<file path="src/rtl/hub75_rx.sv">
// HUB75 link receiver: synchronizes the panel lines, captures each shifted row
// into a capture buffer and streams the latched row out with valid/ready.
module hub75_rx #(
    parameter int WIDTH    = 64,
    parameter int COL_BITS = 6,
    parameter int OE_BITS  = 16
) (
    input  logic                clk,
    input  logic                rst_n,
    input  logic                H75_R1,
    input  logic                H75_G1,
    input  logic                H75_B1,
    input  logic                H75_R2,
    input  logic                H75_G2,
    input  logic                H75_B2,
    input  logic                H75_A,
    input  logic                H75_B,
    input  logic                H75_C,
    input  logic                H75_D,
    input  logic                H75_E,
    input  logic                H75_OE,
    input  logic                H75_Clk,
    input  logic                H75_Lat,
    output logic                pix_valid,
    input  logic                pix_ready,
    output logic [4:0]          pix_line,
    output logic [COL_BITS-1:0] pix_col,
    output logic [5:0]          pix_rgb,
    output logic                pix_last,
    output logic                row_done,
    output logic [COL_BITS:0]   row_len,
    output logic                row_error,
    output logic [OE_BITS-1:0]  oe_on,
    output logic                overrun
);

    typedef enum logic [0:0] {
        ST_IDLE   = 1'b0,
        ST_STREAM = 1'b1
    } state_t;

    localparam int                  NB       = COL_BITS + 1;
    localparam logic [NB-1:0]       WIDTH_N  = NB'(WIDTH);
    localparam logic [NB-1:0]       SAT_N    = NB'(WIDTH + 1);
    localparam logic [COL_BITS-1:0] LAST_COL = COL_BITS'(WIDTH - 1);
    localparam logic [OE_BITS-1:0]  OE_MAX   = {OE_BITS{1'b1}};

    logic [13:0]         raw_s;
    logic [13:0]         sync1_r;
    logic [13:0]         sync2_r;
    logic [1:0]          prev_r;
    logic [5:0]          data_s;
    logic [4:0]          addr_s;
    logic                oe_s;
    logic                clk_rise_s;
    logic                lat_rise_s;

    logic [NB-1:0]       n_r;
    logic [NB-1:0]       n_shift_s;
    logic                wr_en_s;
    logic [OE_BITS-1:0]  oe_cnt_r;

    logic [5:0]          cap_buf_r  [WIDTH];
    logic [5:0]          cap_next_s [WIDTH];
    logic [5:0]          out_buf_r  [WIDTH];

    state_t              state_r;
    state_t              state_next_s;
    logic                accept_s;
    logic                advance_s;
    logic                overrun_set_s;
    logic [COL_BITS-1:0] col_inc_s;

    logic                pix_valid_r;
    logic [4:0]          pix_line_r;
    logic [COL_BITS-1:0] pix_col_r;
    logic [5:0]          pix_rgb_r;
    logic                pix_last_r;
    logic                row_done_r;
    logic [NB-1:0]       row_len_r;
    logic                row_error_r;
    logic [OE_BITS-1:0]  oe_on_r;
    logic                overrun_r;

    assign raw_s = {H75_Lat, H75_Clk, H75_OE,
                    H75_E, H75_D, H75_C, H75_B, H75_A,
                    H75_R1, H75_G1, H75_B1, H75_R2, H75_G2, H75_B2};

    assign data_s     = sync2_r[5:0];
    assign addr_s     = sync2_r[10:6];
    assign oe_s       = sync2_r[11];
    assign clk_rise_s = sync2_r[12] & ~prev_r[0];
    assign lat_rise_s = sync2_r[13] & ~prev_r[1];

    // Two-stage synchronizer on every panel line plus the edge-detect history.
    always_ff @(posedge clk or negedge rst_n) begin
        if (!rst_n) begin
            sync1_r <= 14'd0;
            sync2_r <= 14'd0;
            prev_r  <= 2'd0;
        end else begin
            sync1_r <= raw_s;
            sync2_r <= sync1_r;
            prev_r  <= sync2_r[13:12];
        end
    end

    // Shift count after this cycle's Clk edge; a coincident latch sees it too.
    always_comb begin
        n_shift_s = n_r;
        wr_en_s   = 1'b0;
        if (clk_rise_s) begin
            wr_en_s = (n_r < WIDTH_N);
            if (n_r >= SAT_N) begin
                n_shift_s = SAT_N;
            end else begin
                n_shift_s = n_r + NB'(1);
            end
        end else begin
            n_shift_s = n_r;
        end
    end

    // Capture buffer contents including the word being shifted in this cycle.
    always_comb begin
        cap_next_s = cap_buf_r;
        if (wr_en_s) begin
            cap_next_s[n_r[COL_BITS-1:0]] = data_s;
        end else begin
            cap_next_s = cap_buf_r;
        end
    end

    // Pixel storage needs no reset; its contents are meaningless until a row lands.
    always_ff @(posedge clk) begin
        cap_buf_r <= cap_next_s;
        if (accept_s) begin
            out_buf_r <= cap_next_s;
        end
    end

    // Shift counter and OE-low cycle counter, both restarted by every latch.
    always_ff @(posedge clk or negedge rst_n) begin
        if (!rst_n) begin
            n_r      <= '0;
            oe_cnt_r <= '0;
        end else if (lat_rise_s) begin
            n_r      <= '0;
            oe_cnt_r <= '0;
        end else begin
            n_r <= n_shift_s;
            if (!oe_s && (oe_cnt_r != OE_MAX)) begin
                oe_cnt_r <= oe_cnt_r + OE_BITS'(1);
            end
        end
    end

    // Stream state register.
    always_ff @(posedge clk or negedge rst_n) begin
        if (!rst_n) begin
            state_r <= ST_IDLE;
        end else begin
            state_r <= state_next_s;
        end
    end

    assign col_inc_s = pix_col_r + COL_BITS'(1);

    // Next state and per-cycle strobes; a latch during streaming is dropped.
    always_comb begin
        state_next_s  = state_r;
        accept_s      = 1'b0;
        advance_s     = 1'b0;
        overrun_set_s = 1'b0;
        case (state_r)
            ST_IDLE: begin
                if (lat_rise_s) begin
                    accept_s     = 1'b1;
                    state_next_s = ST_STREAM;
                end else begin
                    state_next_s = ST_IDLE;
                end
            end
            ST_STREAM: begin
                overrun_set_s = lat_rise_s;
                if (pix_ready) begin
                    if (pix_col_r == LAST_COL) begin
                        state_next_s = ST_IDLE;
                    end else begin
                        advance_s    = 1'b1;
                        state_next_s = ST_STREAM;
                    end
                end else begin
                    state_next_s = ST_STREAM;
                end
            end
            default: begin
                state_next_s = ST_IDLE;
            end
        endcase
    end

    // Registered pixel stream; the word for the next column is fetched on advance.
    always_ff @(posedge clk or negedge rst_n) begin
        if (!rst_n) begin
            pix_valid_r <= 1'b0;
            pix_line_r  <= 5'd0;
            pix_col_r   <= '0;
            pix_rgb_r   <= 6'd0;
            pix_last_r  <= 1'b0;
            row_done_r  <= 1'b0;
        end else begin
            pix_valid_r <= (state_next_s == ST_STREAM);
            row_done_r  <= accept_s;
            if (accept_s) begin
                pix_line_r <= addr_s;
                pix_col_r  <= '0;
                pix_rgb_r  <= cap_next_s[0];
                pix_last_r <= (LAST_COL == COL_BITS'(0));
            end else if (advance_s) begin
                pix_col_r  <= col_inc_s;
                pix_rgb_r  <= out_buf_r[col_inc_s];
                pix_last_r <= (col_inc_s == LAST_COL);
            end
        end
    end

    // Row statistics follow every latch, whether the row was accepted or dropped.
    always_ff @(posedge clk or negedge rst_n) begin
        if (!rst_n) begin
            row_len_r   <= '0;
            row_error_r <= 1'b0;
            oe_on_r     <= '0;
            overrun_r   <= 1'b0;
        end else begin
            if (lat_rise_s) begin
                row_len_r   <= n_shift_s;
                row_error_r <= (n_shift_s != WIDTH_N);
                oe_on_r     <= oe_cnt_r;
            end
            overrun_r <= overrun_r | overrun_set_s;
        end
    end

    assign pix_valid = pix_valid_r;
    assign pix_line  = pix_line_r;
    assign pix_col   = pix_col_r;
    assign pix_rgb   = pix_rgb_r;
    assign pix_last  = pix_last_r;
    assign row_done  = row_done_r;
    assign row_len   = row_len_r;
    assign row_error = row_error_r;
    assign oe_on     = oe_on_r;
    assign overrun   = overrun_r;

endmodule

</file>
<file path="config.mk">
export PLATFORM = sky130hd
export DESIGN_NAME = hub75_rx
export DESIGN_NICKNAME = d
export VERILOG_FILES = /design/src/rtl/hub75_rx.sv
export SDC_FILE = /design/constraint.sdc
export NUM_CORES = 1
export LEC_CHECK = 0
export ABC_CLOCK_PERIOD_IN_PS = 35100
export BUFFER_PORTS_ARGS = -buffer_cell sky130_fd_sc_hd__buf_4
export CELL_PAD_IN_SITES_DETAIL_PLACEMENT = 1
export CELL_PAD_IN_SITES_GLOBAL_PLACEMENT = 1
export CORE_MARGIN = 4
export CORE_UTILIZATION = 55
export CTS_CLUSTER_SIZE = 30
export DETAILED_ROUTE_END_ITERATION = 10
export PLACE_DENSITY_LB_ADDON = 0.1
export SYNTH_ARGS = -nofsm -noshare
export SYNTH_HDL_FRONTEND = slang
export SYNTH_SLANG_ARGS = --single-unit
</file>
<file path="constraint.sdc">
create_clock -name clk -period 35.1 [get_ports clk]
set_input_delay 5.265 -clock clk [delete_from_list [all_inputs] [get_ports clk]]
set_output_delay 5.265 -clock clk [all_outputs]
set_load 0.02 [all_outputs]
</file>
[Word level (Yosys, flattened, before mapping)]
Cells that the tools add are included.
Storage, ports and cells
  register bits after elaboration: 866
  output and inout port bits: 45
  word-level logic and storage cells: 195
Operators by class
  add/subtract/negate cells: 3
  order comparisons: 5
  eq/ne operators: 4
  mux-type cells: 27
  bitwise logic cells: 8
  reduce and logical (&&, ||, !) cells: 5
Operator list (count)
  bitwise mux 384 bit: 1
  2-to-1 mux 384 bit: 1
  2-to-1 mux 6 bit: 7
  binary-select mux 6 bit (select 6 bit): 1
  demux 6 bit (select 6 bit): 1
  2-to-1 mux 16 bit: 2
  greater-or-equal comparator 7 bit, second input constant: 3
  2-to-1 mux 7 bit: 3
  adder 16 x 1 -> 16 bit, second input constant: 1
  inequality test 16 bit, second input constant: 1
  NOT 6 -> 7 bit: 2
  equality test 6 bit, second input constant: 2
  2-to-1 mux 1 bit: 10
  adder 7 x 1 -> 7 bit, second input constant: 1
  < comparator 7 x 1 -> 1 bit, second input constant: 1
  < comparator 7 bit, second input constant: 1
  inequality test 7 bit, second input constant: 1
  adder 6 x 1 -> 6 bit, second input constant: 1
  nonzero test 2 bit: 2
  NOT 1 bit: 3
  AND 1 bit: 2
  logical AND 1 bit: 2
  case mux 1 bit (2 select lines): 1
  zero test 1 bit: 1
  OR 1 bit: 1

[Logic depth before layout (Yosys ltp)]
Gate-level depths: netlist of the first run.
  depth after elaboration: 8
  gate-level depth with buffers: 14
  gate-level depth less buffers: 8

[Worst setup path after synthesis of the first run]
OpenSTA, ideal clock, no wires.
  path type: flip-flop to flip-flop
  start point: register, netlist name pix_valid
  end point: register row_done_r (netlist: row_done)
  setup time: 1.280 ns
  data arrival time: 11.463 ns
  required time: 33.820 ns
  slack: 22.357 ns
  cell stages (with the launch flop): 5
  buffers on the path: 2
  period minus slack after synthesis: 12.743 ns
  cell sequence: dfrtp_1 > nand2b_1 > clkbuf_1 > inv_1 > clkbuf_1
RTL lines
  to (signal assigned): RTL line 214  | row_done_r <= accept_s;
  to (decl): RTL line 79  | logic row_done_r;

[Worst setup path after layout of the first run]
  start point: register pix_col_r[2] (netlist: pix_col[2])
  end point: output port pix_col[2]
RTL lines
  from (decl): RTL line 76  | logic [COL_BITS-1:0] pix_col_r;
  from (signal assigned): RTL line 221  | pix_col_r <= col_inc_s;
  to (decl): RTL line 27  | output logic [COL_BITS-1:0] pix_col,
No word-level cell between the ends.

==> results.sh, run 1 <==
export IMPL_status="completed"
export IMPL_max_slew_margin_pct=17.5
export IMPL_maxSlewViolCount=0
export IMPL_clkTransAtPathRegs_ps=60
export IMPL_crit_type="reg -> out"
export IMPL_synth_cells=2038
export IMPL_ant_nets=0
export IMPL_slowest_stage="dfrtp_1"
export IMPL_gp_congestion=0.842
export IMPL_area_growth_pct=13.0
export IMPL_yosys_warnings=0
export IMPL_synth_top_area_share_pct=36.6
export IMPL_yosysSeqAreaShare_pct=68.8
export IMPL_boundaryPins=62
export IMPL_fin_tns_setup_ps=0
export IMPL_grt_antenna_before_repair=0
export IMPL_grt_max_degree=114
export IMPL_synthTopCellsByCount="396 x mux2_2, 384 x dfxtp_1, 384 x edfxtp_1, 216 x nand2_1, 98 x dfrtp_1"
export IMPL_syn_cell_area_sq_um=31500
export IMPL_irDropWorstVdd_mv=0.0496
export IMPL_critical_path_top_delay_family="flip-flops"
export IMPL_setup_viol_count_final=0
export IMPL_cts_buffer_depth=3
export IMPL_grt_util_all_layers_pct=25.0
export IMPL_drc=0
export IMPL_ys_types=64
export IMPL_coreArea_sq_um=56500
export IMPL_grt_pass1_wl_mm=114
export IMPL_powerDensity_nw_per_um2=67.1
export IMPL_end_kind="primary output"
export IMPL_cpPeakStageDelay_ps=890
export IMPL_cp_buffers_inverters=1
export IMPL_dr_pass1_iters=5
export IMPL_ff2ff_setup_slack_ps=30350
export IMPL_wire_per_inst_um=25.8
export IMPL_via_count=17200
export IMPL_synth_flop_cell="edfxtp_1"
export IMPL_h_tree_depth=3
export IMPL_total_power_mw=2.39
export IMPL_grt_remaining_overflow=0
export IMPL_synth_fp_nets=2060
export IMPL_crit_start="pix_col[2]"
export IMPL_path_cells="buf_4"
export IMPL_final_net_count=2124
export IMPL_cts_setup_buffers=0
export IMPL_crit_fanout=20
export IMPL_vias_per_cell=5.85
export IMPL_dieArea_sq_um=61100
export IMPL_clock_sinks=866
export IMPL_cts_hold_buf=0
export IMPL_layout_setup_ws_ps=28040
export IMPL_rsz0062_at_grt="no"
export IMPL_syn_avg_cell_area_sq_um=15.5
export IMPL_p_leak_nw=13.4
export IMPL_synth_top_area_cell="edfxtp_1"
export IMPL_synth_edff_count=384
export IMPL_max_cap_violations=0
export IMPL_r2r_worst_path_cells=9
export IMPL_rows=87
export IMPL_clock_latency_ps=640
export IMPL_synth_most_common_cell="mux2_2"
export IMPL_root_buffer="clkbuf_16"
export IMPL_min_period_over_period_pct=20.1
export IMPL_dieHeight_um=247
export IMPL_ys_seq_elements=866
export IMPL_hpwl_mm=45.1
export IMPL_period_needed_ps=7060
export IMPL_ys_top_cells_by_area="edfxtp_1 37%, dfxtp_1 24%, mux2_2 14%"
export IMPL_cts_made_buffers=87
export IMPL_worstSetupEndpoint="pix_col[2]"
export IMPL_cts_tree="yes"
export IMPL_portBuffers=61
export IMPL_async_flop_share_pct=11.3
export IMPL_required_ps=29830
export IMPL_layout_drive_gt1_share_pct=32.8
export IMPL_fmax_mhz=142
export IMPL_crit_arrival_ps=1800
export IMPL_stdcell_area_sq_um=35600
export IMPL_fin_skew_ps=24.7
export IMPL_fp_dieW_um=247
export IMPL_ctsResizeCount=0
export IMPL_path_depth=1
export IMPL_start_util_pct=55.7
export IMPL_worst_pin_slew_ps=1230
export IMPL_start_kind="register"
export IMPL_reg2reg_from="pix_col[0]"
export IMPL_dpl_worst_slack_ps=28250
export IMPL_grt_pass1_vias=18500
export IMPL_rr_endpoint="pix_rgb[0]"
export IMPL_drt_iter0_drc=1240
export IMPL_routed_wl_mm=75.6
export IMPL_holdCritPathClass="reg -> reg"
export IMPL_dpl_cell_area_sq_um=32700
export IMPL_finalHoldViolations=0
-- layout by cell type, fill, tap and decap left out, types with 10 or more instances in the layout --
master,netlist,routed
mux2_2,396,396
dfxtp_1,384,384
edfxtp_1,384,384
nand2_1,216,216
dfrtp_1,98,91
buf_4,5,89
clkbuf_16,0,87
mux4_2,64,64
nor2_1,54,53
nand3_1,41,41
clkbuf_1,81,25
clkinv_2,0,20
a21oi_1,18,18
a31oi_1,17,17
nor2b_1,17,16
o21ai_0,16,16
inv_1,16,15
xor2_1,15,15
mux2i_1,14,14
nor3_1,13,13
a32oi_1,13,13
and3_1,12,12
a21boi_0,11,11
bufinv_16,0,10
-- worst min-delay path by stage --
stage / from / to / cells past startpoint
global placement: sync1_r[2] / sync2_r[2] / 0
floorplan: sync1_r[0] / sync2_r[0] / 0
global route: sync1_r[2] / sync2_r[2] / 0
finish: sync1_r[5] / sync2_r[5] / 0
CTS: sync1_r[5] / sync2_r[5] / 0
detailed placement: sync1_r[2] / sync2_r[2] / 0
-- metrics by stage --
stage	util, %	std cells	hold WS, ps
floorplan	-	2038	331
CTS	63.0	2933	356
global placement	57.8	2769	335
global route	63.0	2933	363
detailed placement	57.8	2769	336
finish	63.0	2934	349
-- per-layer routing --
layer / track usage (%) / part of all wire, %
met5: 0 / 0
met2: 41.1 / 48
met4: 7.70 / 3.0
met1: 34.1 / 44
met3: 4.84 / 5.1
-- cell families (layout without fill, tap and decap cells) --
family                     Yosys count  count (layout)  synth area share, %
AOI/OAI and AO/OA                  121             121                 2.67
other                                0               1                    0
DFF                                866             866                 68.8
buffers and inverters              131             270                 1.76
muxes                              482             482                 19.9
adders and majority gates            5               5                0.199
and+or+nand+nor                    411             411                 6.02
xor gates and xnor gates            22              22                0.672
-- sequential cells by signal, indices dropped and copies added, names as in the netlist, 2 cells and up --
| signal | flops |
|---|---|
| pix_col | 6 |
| pix_rgb | 6 |
| cap_buf_r | 384 |
| row_len | 7 |
| sync1_r | 14 |
| n_r | 7 |
| pix_line | 5 |
| oe_on | 16 |
| oe_cnt_r | 16 |
| prev_r | 2 |
| out_buf_r | 384 |
| sync2_r | 14 |
-- cell type report --
| type | instances | area (sq um) |
|---|---|---|
| Timing Repair Buffer | 89 | 668 |
| Fill cell | 4978 | 20900 |
| Inverter | 17 | 71.3 |
| Clock buffer | 121 | 2390 |
| Sequential cell | 866 | 21700 |
| Antenna cell | 1 | 2.50 |
| Tap cell | 756 | 946 |
| Clock inverter | 43 | 523 |
| Multi-Input combinational cell | 1041 | 9310 |
-- report_power, final --
group,internal (mW),leakage (nW),switching [mW],total [mW]
Sequential,1.08,7.58,0.0256,1.10
Clock,0.555,1.44,0.387,0.941
Combinational,0.113,4.39,0.231,0.344
Note: power is estimated with default switching activity, not from simulation.
==> inputs of run 2 (changes only) <==
--- a/config.mk
+++ b/config.mk
@@ -5,12 +5,12 @@
 export SDC_FILE = /design/constraint.sdc
 export NUM_CORES = 1
 export LEC_CHECK = 0
-export ABC_CLOCK_PERIOD_IN_PS = 35100
+export ABC_CLOCK_PERIOD_IN_PS = 6550
 export BUFFER_PORTS_ARGS = -buffer_cell sky130_fd_sc_hd__buf_4
 export CELL_PAD_IN_SITES_DETAIL_PLACEMENT = 1
 export CELL_PAD_IN_SITES_GLOBAL_PLACEMENT = 1
 export CORE_MARGIN = 4
-export CORE_UTILIZATION = 55
+export CORE_UTILIZATION = 53
 export CTS_CLUSTER_SIZE = 30
 export DETAILED_ROUTE_END_ITERATION = 10
 export PLACE_DENSITY_LB_ADDON = 0.1
==> constraint.sdc (replaced) <==
create_clock -name clk -period 6.55 [get_ports clk]
set_input_delay 0.9825 -clock clk [delete_from_list [all_inputs] [get_ports clk]]
set_output_delay 0.9825 -clock clk [all_outputs]
set_load 0.02 [all_outputs]
==> results.sh, run 2 (synthesized netlist as in run 1, its figures left out) <==
export IMPL_required_ps=7070
export IMPL_portBuffers=61
export IMPL_clock_sinks=866
export IMPL_fin_tns_setup_ps=0
export IMPL_grt_remaining_overflow=0
export IMPL_layout_common_cells="396 x mux2_2, 384 x dfxtp_1, 384 x edfxtp_1, 216 x nand2_1"
export IMPL_coreArea_sq_um=58900
export IMPL_path_cells="inv_1, ha_4, mux4_2, a21boi_0, nor4_1, a31oi_1, a211o_1"
export IMPL_grt_pass1_wl_mm=115
export IMPL_cts_tree="yes"
export IMPL_dp_cells=2788
export IMPL_irDropWorstVdd_mv=0.323
export IMPL_dpl_cell_area_sq_um=32700
export IMPL_rsz0062_at_grt="no"
export IMPL_rows=89
export IMPL_drc=0
export IMPL_maxSlewViolCount=0
export IMPL_fmax_mhz=229
export IMPL_cts_hold_buf=0
export IMPL_ant_nets=0
export IMPL_clock_latency_ps=640
export IMPL_period_needed_ps=4360
export IMPL_clkTransAtPathRegs_ps=60
export IMPL_setup_viol_count_final=0
export IMPL_boundaryPins=62
export IMPL_dieArea_sq_um=63400
export IMPL_routed_wl_mm=76.4
export IMPL_start_util_pct=53.5
export IMPL_dieHeight_um=252
export IMPL_drt_iter0_drc=1213
export IMPL_grt_antenna_before_repair=2
export IMPL_start_kind="register"
export IMPL_grt_max_degree=131
export IMPL_via_count=17200
export IMPL_cts_setup_buffers=0
export IMPL_crit_fanout=55
export IMPL_grt_pass1_vias=18400
export IMPL_powerDensity_nw_per_um2=356
export IMPL_holdCritPathClass="reg -> reg"
export IMPL_final_net_count=2127
export IMPL_top_regs="cap_buf_r: 384 flops, out_buf_r: 384 flops"
export IMPL_root_buffer="clkbuf_16"
export IMPL_slowest_stage="ha_4"
export IMPL_layout_drive_gt1_share_pct=32.8
export IMPL_status="completed"
export IMPL_worst_pin_slew_ps=1160
export IMPL_cpPeakStageDelay_ps=1050
export IMPL_diodes=0
export IMPL_layout_setup_ws_ps=2190
export IMPL_p_leak_nw=13.4
export IMPL_final_common_cell="mux2_2"
export IMPL_area_growth_pct=13.1
export IMPL_finalHoldViolations=0
export IMPL_gp_congestion=0.789
export IMPL_stdcell_area_sq_um=35600
export IMPL_vias_per_cell=5.83
export IMPL_hold_worst_slack_ps=346
export IMPL_max_cap_violations=0
export IMPL_grt_util_all_layers_pct=24.1
export IMPL_cts_made_buffers=88
export IMPL_crit_type="reg -> reg"
export IMPL_fin_skew_ps=17.6
export IMPL_ctsResizeCount=0
export IMPL_h_tree_depth=3
export IMPL_fp_dieW_um=252
export IMPL_dr_pass1_iters=5
export IMPL_hpwl_mm=46.0
export IMPL_dpl_worst_slack_ps=2320
export IMPL_wire_per_inst_um=25.9
export IMPL_fin_cells=2954
export IMPL_cts_buffer_depth=3
export IMPL_crit_arrival_ps=4880
export IMPL_end_kind="register"
export IMPL_max_slew_margin_pct=22.4
export IMPL_min_period_over_period_pct=66.6
[run 2: cell count changes in the layout (fill, tap and decap cells not counted)]
cell        previous run  this run
clkinv_8               2         1
clkinv_1               3        11
clkbuf_1              25        19
bufinv_16             10         6
clkbuf_16             87        88
diode_2                1         0
clkbuf_8               9        12
inv_6                  5         1
inv_16                 1         5
buf_4                 89        91
clkinvlp_4             2         3
inv_4                  0         1
clkinv_2              20        19
[run 2: power by group]
group | total, mW | switching, mW | internal, mW
combinational | 1.75 | 1.14 | 0.614
clock | 5.02 | 2.13 | 2.88
sequential | 5.92 | 0.148 | 5.77
[run 2: layout make-up]
class | count | area, sq um
Tap cell | 773 | 967
Fill cell | 5306 | 23300
Clock inverter | 47 | 470
Inverter | 17 | 71.3
Sequential cell | 866 | 21700
Clock buffer | 119 | 2440
Timing Repair Buffer | 91 | 683
Multi-Input combinational cell | 1041 | 9310
[run 2: metrics by stage]
stage	utilization (%)	power [mW]
floorplan	-	7.11
global placement	55.5	7.72
detailed placement	55.5	7.76
CTS	60.5	12.8
global route	60.5	13.1
finish	60.5	12.7
[run 2: layer usage]
| metal | GRT usage, % | wire length, um |
|---|---|---|
| met4 | 7.64 | 2450 |
| met2 | 40.4 | 37400 |
| met3 | 4.24 | 3480 |
| met5 | 0 | 0 |
| met1 | 32.4 | 33100 |
[run 2: critical path, delay by kind of cell, from the launching register on]
kind / cells / cell delay, ps
muxes: 1 / 410
adders and majority gates: 1 / 1050
and+or+nand+nor: 1 / 870
AOI/OAI and AO/OA: 3 / 810
buffers and inverters: 1 / 400
DFF: 1 / 670
[run 2: final timing paths]
path / startpoint / end / slack, ps / cells past startpoint
max: pix_col[0] / pix_rgb[3] / 2190 / 7
min: sync1_r[8] / sync2_r[8] / 350 / 0
max reg2reg: pix_col[0] / pix_rgb[3] / 2190 / 7
min reg2reg: sync1_r[8] / sync2_r[8] / 350 / 0
max in group asynchronous: rst_n / sync2_r[1] / 4960 / 2
min in group asynchronous: rst_n / pix_rgb[0] / 370 / 1
